--- src/rtl/neighbor_scan.sv ---
// Neighbor-table read engine: walks entries 0..N-1 one per cycle and keeps the
// best qualifying next hop (highest Q, then fewest hops, then lowest index).
module neighbor_scan #(
  parameter int WORD_WIDTH  = 16,
  parameter int TABLE_DEPTH = 32,
  parameter int IDX_WIDTH   = 5
) (
  input  logic                  clk,
  input  logic                  rst,
  input  logic                  start,
  input  logic                  HB_Reset,
  input  logic [IDX_WIDTH:0]    neighborTotal,
  input  logic [WORD_WIDTH-1:0] energyThreshold,
  output logic [IDX_WIDTH-1:0]  rdIndex,
  input  logic [WORD_WIDTH-1:0] mNodeID,
  input  logic [WORD_WIDTH-1:0] mNodeHops,
  input  logic [WORD_WIDTH-1:0] mNodeQValue,
  input  logic [WORD_WIDTH-1:0] mNodeEnergy,
  input  logic                  mValid,
  output logic                  busy,
  output logic                  done,
  output logic                  found,
  output logic [WORD_WIDTH-1:0] bestNodeID,
  output logic [WORD_WIDTH-1:0] bestQValue,
  output logic [WORD_WIDTH-1:0] bestHops,
  output logic [IDX_WIDTH-1:0]  bestIndex
);

  localparam logic [1:0] s_idle = 2'd0;
  localparam logic [1:0] s_scan = 2'd1;
  localparam logic [1:0] s_done = 2'd2;

  localparam logic [IDX_WIDTH:0] DEPTH = (IDX_WIDTH+1)'(TABLE_DEPTH);

  logic [1:0]            state;
  logic [IDX_WIDTH:0]    n_q;
  logic [WORD_WIDTH-1:0] thr_q;
  logic [IDX_WIDTH:0]    n_clamp;
  logic                  qual, better, last;

  always_comb begin
    n_clamp = (neighborTotal > DEPTH) ? DEPTH : neighborTotal;
    qual    = mValid && (mNodeEnergy >= thr_q);
    // Full ties keep the incumbent, so the earliest index wins.
    better  = !found || (mNodeQValue > bestQValue) ||
              ((mNodeQValue == bestQValue) && (mNodeHops < bestHops));
    last    = ({1'b0, rdIndex} == (n_q - (IDX_WIDTH+1)'(1)));
  end

  always_ff @(posedge clk) begin
    if (rst) begin
      state      <= s_idle;
      rdIndex    <= '0;
      n_q        <= '0;
      thr_q      <= '0;
      found      <= 1'b0;
      bestNodeID <= '0;
      bestQValue <= '0;
      bestHops   <= '0;
      bestIndex  <= '0;
    end else if (HB_Reset) begin
      // Heartbeat abort keeps the latched N/threshold.
      state      <= s_idle;
      rdIndex    <= '0;
      found      <= 1'b0;
      bestNodeID <= '0;
      bestQValue <= '0;
      bestHops   <= '0;
      bestIndex  <= '0;
    end else begin
      case (state)
        s_idle: if (start) begin
          found      <= 1'b0;
          bestNodeID <= '0;
          bestQValue <= '0;
          bestHops   <= '0;
          bestIndex  <= '0;
          rdIndex    <= '0;
          n_q        <= n_clamp;
          thr_q      <= energyThreshold;
          state      <= (n_clamp == '0) ? s_done : s_scan;
        end
        s_scan: begin
          if (qual && better) begin
            found      <= 1'b1;
            bestNodeID <= mNodeID;
            bestQValue <= mNodeQValue;
            bestHops   <= mNodeHops;
            bestIndex  <= rdIndex;
          end
          if (last) begin
            state   <= s_done;
            rdIndex <= '0;
          end else begin
            rdIndex <= rdIndex + 1'b1;
          end
        end
        s_done:  state <= s_idle;
        default: state <= s_idle;
      endcase
    end
  end

  assign busy = (state == s_scan) || (state == s_done);
  assign done = (state == s_done) && !HB_Reset;

endmodule

--- config.mk ---
export PLATFORM = sky130hd
export DESIGN_NAME = neighbor_scan
export DESIGN_NICKNAME = d
export VERILOG_FILES = /design/src/rtl/neighbor_scan.sv
export SDC_FILE = /design/constraint.sdc
export NUM_CORES = 1
export LEC_CHECK = 0
export ABC_AREA = 1
export CAP_MARGIN = 20
export CORE_MARGIN = 1.5
export CORE_UTILIZATION = 35
export DETAILED_ROUTE_END_ITERATION = 10
export GPL_TIMING_DRIVEN = 0
export PLACE_DENSITY = 0.63
export SYNTH_ARGS = -nofsm -noshare
export SYNTH_HDL_FRONTEND = slang
export SYNTH_SLANG_ARGS = --single-unit
--- constraint.sdc ---
create_clock -name clk -period 1.9 [get_ports clk]
set_input_delay 0.38 -clock clk [delete_from_list [all_inputs] [get_ports clk]]
set_output_delay 0.38 -clock clk [all_outputs]
set_load 0.05 [all_outputs]
==> impl_metrics.yaml <==
finish:
  design_area_mm2: 0.008257
  final_util: 0.5703
  synthToLayoutAreaGrowth_pct: 59.59
  fillCellCount: 1374
  drive_gt1_frac: 0.2859
  finalNetCount: 1065
synthesis:
  synth_largest_type_area_fraction: 0.3212
  synth.lib_cells_used.distinct: 36
  synthDominantAreaCellType: "sky130_fd_sc_hd__dfxtp_1"
  ys.flop_type: "sky130_fd_sc_hd__dfxtp_1"
  synthArstFlopShare: 0
  synth_top_cells_by_area: "sky130_fd_sc_hd__dfxtp_1 32%, sky130_fd_sc_hd__ha_1 13%, sky130_fd_sc_hd__nand2_1 12%, sky130_fd_sc_hd__inv_1 9.4%, sky130_fd_sc_hd__nand3_1 6.2%"
  synth_edf_count: 0
  synthesis.area_mm2: 0.005174
  synth-seq-area-share: 0.3212
  ys_top_cells_by_count: "166 x sky130_fd_sc_hd__nand2_1, 129 x sky130_fd_sc_hd__inv_1, 83 x sky130_fd_sc_hd__dfxtp_1, 64 x sky130_fd_sc_hd__nand3_1, 60 x sky130_fd_sc_hd__a21oi_1"
  post-synth-top-count-cell: "sky130_fd_sc_hd__nand2_1"
  synthesis.yosys.warnings: 0
  synth_nets: 872
  postSynthCellCount: 729
  ys_seq_elements: 83
  syn_area_per_cell_um2: 7.097
power_and_ir_drop:
  power.clock.fraction: 0.392
  leakage_nw: 3.992
  power.internal_w: 0.003264
  power-per-cell-area_mw_per_mm2: 561.1
  netSwitchingPower_w: 0.001368
  power.switching_fraction: 0.2954
  p_seq_frac: 0.382
  power.combinational.fraction: 0.225
  irDropWorstVdd_mv: 0.5517
detailed_routing:
  routed-via-count: 5264
  drt-initial-drc-count: 206
  detail_route.first_pass.iterations: 4
  routed_wirelength_um: 15630
  avgRoutedWirePerCell_um: 14.05
  via_per_inst: 4.734
  route.antenna.remaining_nets: 0
  drc_errors: 0
global_routing:
  groute.usage.overall: 0.1958
  global_route_wire_length_before_repair_um: 24830
  antenna_found_initial: 1
  grt_remaining_overflow: 0
  grt_max_degree: 16
  first_global_vias: 4963
clock_network:
  clock_tree.buffer_depth: 2
  cts_root_buf: "sky130_fd_sc_hd__clkbuf_16"
  cts.hold.buffers_added: 0
  clk_latency_ns: 0.35
  h-tree-depth: 3
  clock-sinks: 83
  cts-buffers-inserted: 9
  worst_setup_hold_path_clk_slew_ns: 0.07
  cts_tree: "built"
setup_path:
  cp_max_fo: 10
  timing.critical_path.to_type: "register"
  worst_setup_path_start_kind: "register"
  setup.reg_to_reg.worst_slack_ns: -0.23
  critical_path_class: "register to register"
  worstPathArrival_ns: 2.40
  worst_ep_required_time_ns: 2.17
  r2r_cells: 14
die:
  floorplan.core_area_mm2: 0.01448
  row_count: 44
  floorplan.io_pins: 152
  die_width_um: 124.6
  die-height_um: 124.6
  initial_utilization: 0.3573
  design.die.area_mm2: 0.01552
sta:
  tcrit_tclk_final: 1.121
  final.min_clock_period_ns: 2.130
  finalClockSkew_ns: 0.008277
  setup_ws_ns: -0.2300
  worstMarginPinSlew_ns: 0.7599
  setup-violations-final: 54
  max_freq_mhz: 469.5
  setup-tns-final_ns: -10.10
  grt_setup_unrepaired: "true"
  slew-limit-headroom: 0.4934
  slew_viol_final: 0
  hold-worst-slack_ns: 0.4565
  timing_hold_violations_final: 0
place:
  place.detailed.hpwl_um: 10620
  placement.io_buffers: 151
  dpl-instance-area_mm2: 0.007047
  gp_congestion: 0.7662
run_status:
  status: "finished with violations"
  failed_checks: "setup timing"
worst_hold_path:
  hold-path-cell-count: 2
  worst_hold_path_type: "register to register"
run:
  cap_violations: 0
## layer usage
metal	GRT usage	part of all wire	vias up
met1	0.2551	0.46	2410
met2	0.3258	0.48	114
li1	-	-	2723
met4	0.06288	0.016	0
met3	0.03780	0.044	17
met5	0	0	-
## registers in the layout, indices dropped and copies added, names as in the netlist, 2 cells and up
register / count
state: 2
bestNodeID: 16
rdIndex: 5
bestHops: 16
n_q: 6
bestIndex: 5
thr_q: 16
bestQValue: 16
## placed cells by master, fill, tap and decap left out, types with 6 or more instances in the layout
master / Yosys / routed
sky130_fd_sc_hd__a211oi_1: 16 / 16
sky130_fd_sc_hd__a21oi_1: 60 / 38
sky130_fd_sc_hd__a21oi_2: 21 / 42
sky130_fd_sc_hd__buf_2: 5 / 7
sky130_fd_sc_hd__buf_4: 1 / 17
sky130_fd_sc_hd__buf_6: 8 / 9
sky130_fd_sc_hd__buf_8: 2 / 8
sky130_fd_sc_hd__clkbuf_1: 13 / 7
sky130_fd_sc_hd__clkbuf_16: 0 / 12
sky130_fd_sc_hd__clkdlybuf4s50_1: 0 / 53
sky130_fd_sc_hd__dfxtp_1: 83 / 50
sky130_fd_sc_hd__dfxtp_2: 0 / 12
sky130_fd_sc_hd__dfxtp_4: 0 / 21
sky130_fd_sc_hd__dlygate4sd2_1: 0 / 75
sky130_fd_sc_hd__dlymetal6s2s_1: 0 / 21
sky130_fd_sc_hd__ha_1: 52 / 34
sky130_fd_sc_hd__ha_4: 0 / 16
sky130_fd_sc_hd__inv_1: 129 / 115
sky130_fd_sc_hd__inv_2: 2 / 15
sky130_fd_sc_hd__nand2_1: 166 / 153
sky130_fd_sc_hd__nand2_2: 20 / 29
sky130_fd_sc_hd__nand2_4: 1 / 6
sky130_fd_sc_hd__nand3_1: 64 / 35
sky130_fd_sc_hd__nand3_2: 1 / 29
sky130_fd_sc_hd__nor2_1: 41 / 34
## kinds of logic after synthesis
kind of cell,Yosys count,synth area share
AO/OA/AOI/OAI,111,0.1357
AND/OR/NAND/NOR,312,0.2687
XOR/XNOR,7,0.01185
flip-flops,83,0.3212
adder cells (fa/ha/maj),52,0.1258
buffers and inverters,164,0.1369
## what timing repair did
item | 4_1_cts | 5_1_grt
hold endpoints to repair | 0 | 0
buffers inserted | 20 | 2
pin swaps | 69 | 33
gates resized for setup | 165 | 93
gates cloned | 6 | 4
setup endpoints to repair | 103 | 99
## area by class of cell
cell class                 instances  area, µm²  area share
buffer                            32      254.0     0.03076
sequential                        83       1755      0.2126
inverter                         131      494.2     0.05986
tap                              184      230.2     0.02788
multi-input combinational        485       3428      0.4152
clock inverter                     7      75.07    0.009092
timing repair buffer             180       1792      0.2170
antenna                            1      2.502   0.0003031
clock buffer                       9      225.2     0.02728
## path summary, 6_finish.rpt
check | startpoint | to
min | bestIndex[1]$_SDFFE_PP0P_ | bestIndex[1]$_SDFFE_PP0P_
max | bestQValue[11]$_SDFFE_PP0P_ | bestHops[6]$_SDFFE_PP0P_
max reg2reg | bestQValue[11]$_SDFFE_PP0P_ | bestHops[6]$_SDFFE_PP0P_
min reg2reg | bestIndex[1]$_SDFFE_PP0P_ | bestIndex[1]$_SDFFE_PP0P_
## through the flow
step | power, W | instances | setup slack (ns)
finish | 0.004632 | 1112 | -0.2300
CTS | 0.004566 | 1105 | -0.1812
global placement | 0.002648 | 1064 | -0.8215
global route | 0.004843 | 1112 | -0.3516
detailed placement | 0.002654 | 1064 | -0.8338
floorplan | 0.002299 | 729 | -0.09430
## power by group through the flow
stage	registers [W]	logic, W	clock network [W]
2_1_floorplan	0.00183	0.000467	0
3_3_place_gp	0.00181	0.000839	0
3_5_place_dp	0.00181	0.000845	0
4_1_cts	0.00177	0.000951	0.00185
5_1_grt	0.00177	0.00115	0.00192
6_report	0.00177	0.00104	0.00182
## critical path, cell delays in order, from the launching register on
cell	delay, ns
sky130_fd_sc_hd__dfxtp_4	0.36
sky130_fd_sc_hd__inv_2	0.04
sky130_fd_sc_hd__ha_4	0.26
sky130_fd_sc_hd__nand4_1	0.11
sky130_fd_sc_hd__and2b_2	0.26
sky130_fd_sc_hd__nand3_2	0.08
sky130_fd_sc_hd__nor2_2	0.08
sky130_fd_sc_hd__nand2_1	0.06
sky130_fd_sc_hd__nand3_2	0.09
sky130_fd_sc_hd__nand2_4	0.08
sky130_fd_sc_hd__nand2_8	0.13
sky130_fd_sc_hd__buf_6	0.12
sky130_fd_sc_hd__buf_8	0.12
sky130_fd_sc_hd__nand3_1	0.09
sky130_fd_sc_hd__a21oi_2	0.16
Power figures use the tool's default switching activity.
